[config.mk]
export PLATFORM = sky130hd
export DESIGN_NAME = uart_fifo_ctrl_flat
export DESIGN_NICKNAME = d
export VERILOG_FILES = /design/src/rtl/uart_fifo_ctrl_if.sv /design/src/rtl/uart_fifo_ctrl.sv /design/src/flat_wrapper.sv
export SDC_FILE = /design/constraint.sdc
export NUM_CORES = 1
export LEC_CHECK = 0
export BUFFER_PORTS_ARGS = -buffer_cell sky130_fd_sc_hd__buf_2
export CAP_MARGIN = 20
export CORE_MARGIN = 1
export CORE_UTILIZATION = 24
export DETAILED_ROUTE_END_ITERATION = 8
export GPL_TIMING_DRIVEN = 0
export SKIP_LAST_GASP = 1
export SYNTH_ARGS = -nofsm -noshare
export SYNTH_HDL_FRONTEND = slang
export SYNTH_SLANG_ARGS = --single-unit
[constraint.sdc]
create_clock -name clk -period 2.5 [get_ports clk]
set_input_delay 0.125 -clock clk [delete_from_list [all_inputs] [get_ports clk]]
set_output_delay 0.125 -clock clk [all_outputs]
set_load 0.05 [all_outputs]
[src/rtl/uart_fifo_ctrl_if.sv]
// Push/pop request and pointer/flag bundle between a FIFO user and its controller.
// master: drives wr/rd/clr_err; slave: returns wr_en, addresses, count and flags.
interface uart_fifo_ctrl_if #(
    parameter int addr_width = 3
);
    logic                  wr;
    logic                  rd;
    logic                  clr_err;
    logic                  wr_en;
    logic [addr_width-1:0] wr_addr;
    logic [addr_width-1:0] rd_addr;
    logic                  full;
    logic                  empty;
    logic [addr_width:0]   count;
    logic                  overflow;
    logic                  underflow;

    modport master (
        output wr, rd, clr_err,
        input  wr_en, wr_addr, rd_addr, full, empty,
        input  count, overflow, underflow
    );

    modport slave (
        input  wr, rd, clr_err,
        output wr_en, wr_addr, rd_addr, full, empty,
        output count, overflow, underflow
    );
endinterface

[src/rtl/uart_fifo_ctrl.sv]
// Pointer/flag controller for a UART FIFO next to a sync-write, async-read RAM.
// Ports: clk, reset_n (sync, active-low), bus (uart_fifo_ctrl_if.slave).
module uart_fifo_ctrl #(
    parameter int addr_width = 3
) (
    input  logic            clk,
    input  logic            reset_n,
    uart_fifo_ctrl_if.slave bus
);
    localparam logic [addr_width:0] depth = {1'b1, {addr_width{1'b0}}};

    logic [addr_width-1:0] wr_ptr;
    logic [addr_width-1:0] rd_ptr;
    logic [addr_width:0]   cnt;
    logic                  full_q;
    logic                  empty_q;
    logic                  ovf_q;
    logic                  unf_q;

    logic                  do_wr;
    logic                  do_rd;
    logic [addr_width:0]   cnt_nxt;

    // A push into a full FIFO is still accepted when a pop frees the
    // oldest slot in the same cycle (full implies not empty).
    assign do_wr = bus.wr & (~full_q | bus.rd);
    assign do_rd = bus.rd & ~empty_q;

    always_comb begin
        cnt_nxt = cnt;
        unique case ({do_wr, do_rd})
            2'b10:   cnt_nxt = cnt + 1'b1;
            2'b01:   cnt_nxt = cnt - 1'b1;
            default: cnt_nxt = cnt;
        endcase
    end

    always_ff @(posedge clk) begin
        if (!reset_n) begin
            wr_ptr  <= '0;
            rd_ptr  <= '0;
            cnt     <= '0;
            full_q  <= 1'b0;
            empty_q <= 1'b1;
            ovf_q   <= 1'b0;
            unf_q   <= 1'b0;
        end else begin
            if (do_wr) begin
                wr_ptr <= wr_ptr + 1'b1;
            end
            if (do_rd) begin
                rd_ptr <= rd_ptr + 1'b1;
            end
            cnt     <= cnt_nxt;
            full_q  <= (cnt_nxt == depth);
            empty_q <= (cnt_nxt == '0);
            // Set has priority over clear on the sticky flags.
            if (bus.wr & ~do_wr) begin
                ovf_q <= 1'b1;
            end else if (bus.clr_err) begin
                ovf_q <= 1'b0;
            end
            if (bus.rd & empty_q) begin
                unf_q <= 1'b1;
            end else if (bus.clr_err) begin
                unf_q <= 1'b0;
            end
        end
    end

    assign bus.wr_en     = do_wr;
    assign bus.wr_addr   = wr_ptr;
    assign bus.rd_addr   = rd_ptr;
    assign bus.count     = cnt;
    assign bus.full      = full_q;
    assign bus.empty     = empty_q;
    assign bus.overflow  = ovf_q;
    assign bus.underflow = unf_q;
endmodule

[src/flat_wrapper.sv]
// flat-port wrapper written by rule: the top's interface ports become plain ports
module uart_fifo_ctrl_flat 
#(
    parameter int addr_width = 3
)
  (clk, reset_n, bus_wr, bus_rd, bus_clr_err, bus_wr_en, bus_wr_addr, bus_rd_addr, bus_full, bus_empty, bus_count, bus_overflow, bus_underflow);
  uart_fifo_ctrl_if #(.addr_width(addr_width)) bus_i ();
  input  logic clk;
  input  logic reset_n;
  input wire logic [$bits(bus_i.wr)-1:0] bus_wr;
  input wire logic [$bits(bus_i.rd)-1:0] bus_rd;
  input wire logic [$bits(bus_i.clr_err)-1:0] bus_clr_err;
  output wire logic [$bits(bus_i.wr_en)-1:0] bus_wr_en;
  output wire logic [$bits(bus_i.wr_addr)-1:0] bus_wr_addr;
  output wire logic [$bits(bus_i.rd_addr)-1:0] bus_rd_addr;
  output wire logic [$bits(bus_i.full)-1:0] bus_full;
  output wire logic [$bits(bus_i.empty)-1:0] bus_empty;
  output wire logic [$bits(bus_i.count)-1:0] bus_count;
  output wire logic [$bits(bus_i.overflow)-1:0] bus_overflow;
  output wire logic [$bits(bus_i.underflow)-1:0] bus_underflow;
  assign bus_i.wr = bus_wr;
  assign bus_i.rd = bus_rd;
  assign bus_i.clr_err = bus_clr_err;
  assign bus_wr_en = bus_i.wr_en;
  assign bus_wr_addr = bus_i.wr_addr;
  assign bus_rd_addr = bus_i.rd_addr;
  assign bus_full = bus_i.full;
  assign bus_empty = bus_i.empty;
  assign bus_count = bus_i.count;
  assign bus_overflow = bus_i.overflow;
  assign bus_underflow = bus_i.underflow;
  uart_fifo_ctrl #(.addr_width(addr_width)) u_core (.clk(clk), .reset_n(reset_n), .bus(bus_i));
endmodule
==> results.md <==
* Status: complete, no violations
* Slew headroom at 0.7394
* Via count at 579
* Top post-synthesis cells by area: dfxtp_1 (39%), xnor2_1 (8.6%), ha_1 (7.0%)
* Hold worst-path end: u_core.bus.overflow$_SDFFE_PN0P_
* Total Power at 821.3 uW
* Critical Path Slowest Stage Cell: dfxtp_1
* Row count at 19
* Fraction of registers with async set or reset after synthesis at 0
* Area share of the largest cell type after synthesis at 0.3909
* Top delay family on crit path: simple AND/OR/NAND/NOR gates
* Final Max Tran Viols at 0
* Post-synth top area cell: dfxtp_1
* Worst Path Arrival at 2280 ps
* Ports at 20
* Worst IR Drop VDD at 0.4474 mV
* FF+latch area at 280.3 sq um
* Final RePlAce weighted congestion at 0.7673
* Vias in the first global route at 554
* DRC at 0
* Post-CTS setup buffer count at 0
* CTS tree: yes
* Placeable core area at 2781 sq um
* Worst hold slack at 122.7 ps
* All-Layer GR Usage at 0.09595
* Met1 Use GR at 0.1239
* Hold Startpoint: reset_n
* DIE AREA at 3210 sq um
* Pwr dens at 925.8 nW/um^2
* Critical path class: reg2reg
* CP Depth at 7
* RSZ-0062 raised after global routing: false
* Share of post-route cells with drive strength above 1 at 0.2653
* FF-to-FF Start: u_core.bus.empty$_SDFF_PN1_
* Synth Flop Type: dfxtp_1
* Final Hold Violating Endpoints at 0
* Routed Antenna Nets at 0
* Design area at 887.1 sq um
* Clock tree sinks at 14
* Leak Pwr at 0.4140 nW
* Clock transition time at the flip-flop clock pins of the worst setup and hold paths at 90 ps
* Starting Density at 0.2578
* Gates resized, CTS repair at 0
* DRT Pass-1 Iters at 4
* Largest net degree at the start of global routing at 11
* H-tree levels at 1
* Final setup TNS at 0 ps
* Post-Syn Area at 716.9 sq um
* Cts bufs inserted at 3
* Max-cap violations at 0
* Seq/Total Area, Yosys at 0.3909
* EDFF count, synth at 0
* Antenna diodes at 0
* Area growth syn-to-layout at 23.73%
* Slew @ Worst Pin at 390.8 ps
* Startpoint types: flip-flop
* Most Crowded Layer GR: met2
* Met2 GRT Util at 0.1479
* Ys Warns at 0
* Routed WL at 1421 microns
* GRT met3 Usage at 0.04147
* Reg2reg end: u_core.bus.full$_SDFF_PN0_
* Root Driver: clkbuf_4
* Vias/cell at 4.488
* Area after DPL at 850.8 sq um
* Clock Tree Buf Depth at 2
* Mapped Avg Cell Area at 9.559 sq um
* DP HPWL at 1091 microns
* Yosys cell types at 25
* Cts hold-fix bufs at 0
* Die Wd at 56.66 microns
* Worst path cell trace: nor2b_1, ha_1, nand4b_1, o21ai_0, o2111a_1, a211oi_2, and3b_1
* CP bufs+invs at 0
* Cell count after synthesis at 75
* Gr ovfl total at 0
* Synthesized Nets at 84
* Critical Path Max Stage Delay at 370 ps
* R2R depth at 7
* Port buffer count at 19
* Crit path time final at 2060 ps
* Yosys reg bits at 14
* Nets at 108
* Final Cycle Share at 0.8241
* Top-count cell post-synth: dfxtp_1
* FF-to-FF setup slack at 440 ps
* Data required time of the worst path at 2720 ps
* First-pass GRT wire length at 2408 microns
* Final Skew at 3.515 ps
* Filler instances at 298
* CP Max Fanout at 6
* Initial DRC Count at 11
* Worst Setup End Kind: flip-flop
* Die height at 56.66 microns
* Synth cell count leaders: dfxtp_1 (14), and2_1 (7), xnor2_1 (7), inv_1 (6), nand2_1 (6)
* Hold path cells at 2
* Max frequency at 485.4 MHz
* Initial antenna violation count at 0
* Endpoints failing setup at 0
* WL/cell at 11.02 microns
* Footprint of the multi-input gates at 406.6 sq um
* Clock Latency Late Sink at 280 ps
* Hold Path Class: in2reg
cells by family (layout without fill, tap and decap cells):
| kind of cell | count (synthesis) | count (layout) | synth area share |
|---|---|---|---|
| and+or+nand+nor | 25 | 25 | 0.2182 |
| buffers and inverters | 8 | 31 | 0.04189 |
| adders and majority gates | 4 | 4 | 0.06981 |
| DFF | 14 | 14 | 0.3909 |
| xor gates and xnor gates | 9 | 9 | 0.1100 |
| AOI/OAI and AO/OA | 13 | 13 | 0.1414 |
| muxes | 2 | 2 | 0.02792 |
registers in the layout, summed over array words and instances (netlist names):
signal / flops
u_core.bus.empty: 1
u_core.bus.overflow: 1
u_core.bus.wr_addr: 3
u_core.bus.full: 1
u_core.bus.rd_addr: 3
u_core.bus.underflow: 1
u_core.bus.count: 4
how the worst max path moves through the flow:
stage                                     start                          end  slack (ps)
floorplan           u_core.bus.empty$_SDFF_PN1_   u_core.bus.full$_SDFF_PN0_         460
global placement    u_core.bus.empty$_SDFF_PN1_  u_core.bus.empty$_SDFF_PN1_         510
detailed placement  u_core.bus.empty$_SDFF_PN1_  u_core.bus.empty$_SDFF_PN1_         430
CTS                 u_core.bus.empty$_SDFF_PN1_   u_core.bus.full$_SDFF_PN0_         420
global route        u_core.bus.empty$_SDFF_PN1_   u_core.bus.full$_SDFF_PN0_         250
finish              u_core.bus.empty$_SDFF_PN1_   u_core.bus.full$_SDFF_PN0_         440
worst reg2reg max path, cell delays in order, from the launching register on:
cell      delay, ps
dfxtp_1         370
nor2b_1         330
ha_1            350
nand4b_1        140
o21ai_0         110
o2111a_1        260
a211oi_2        250
and3b_1         190
metrics by stage:
stage | std cells | utilization | setup slack (ps)
final | 129 | 0.3189 | 439.7
after global routing | 129 | 0.3189 | 253.5
after CTS | 129 | 0.3189 | 416.0
after detailed placement | 125 | 0.3059 | 430.1
after global placement | 125 | 0.3059 | 508.6
after floorplan | 75 | - | 461.0
per-layer routing:
| metal | wire length (microns) | vias up |
|---|---|---|
| met4 | 0 | 0 |
| met2 | 645 | 20 |
| met1 | 671 | 258 |
| met5 | 0 | - |
| li1 | - | 301 |
| met3 | 104 | 0 |
where the power goes:
| part | leakage, nW | switching (mW) | internal [mW] |
|---|---|---|---|
| Combinational | 0.278 | 0.239 | 0.117 |
| Sequential | 0.115 | 0.0439 | 0.259 |
| Clock | 0.0210 | 0.0741 | 0.0885 |
| Total | 0.414 | 0.357 | 0.464 |
placed cells by master, fill, tap and decap left out, types with 2 or more instances in the layout:
cell type and n:
dfxtp_1 14, and2_1 7, nor3_1 2, buf_2 19
xnor2_1 7, nor2b_1 5, a21oi_1 2, inv_1 6
ha_1 4, a22oi_1 2, xor2_1 2, nand2_1 6
clkbuf_4 3, clkbuf_1 2, mux2i_1 2, o21ai_0 3
area by class of cell:
class	count	share of cell area
Tap cell	31	0.04372
Inverter	6	0.02539
Multi-Input combinational cell	53	0.4584
Clock buffer	4	0.04090
Timing Repair Buffer	19	0.1072
Buffer	2	0.008463
Sequential cell	14	0.3159
Power figures use the tool's default switching activity.
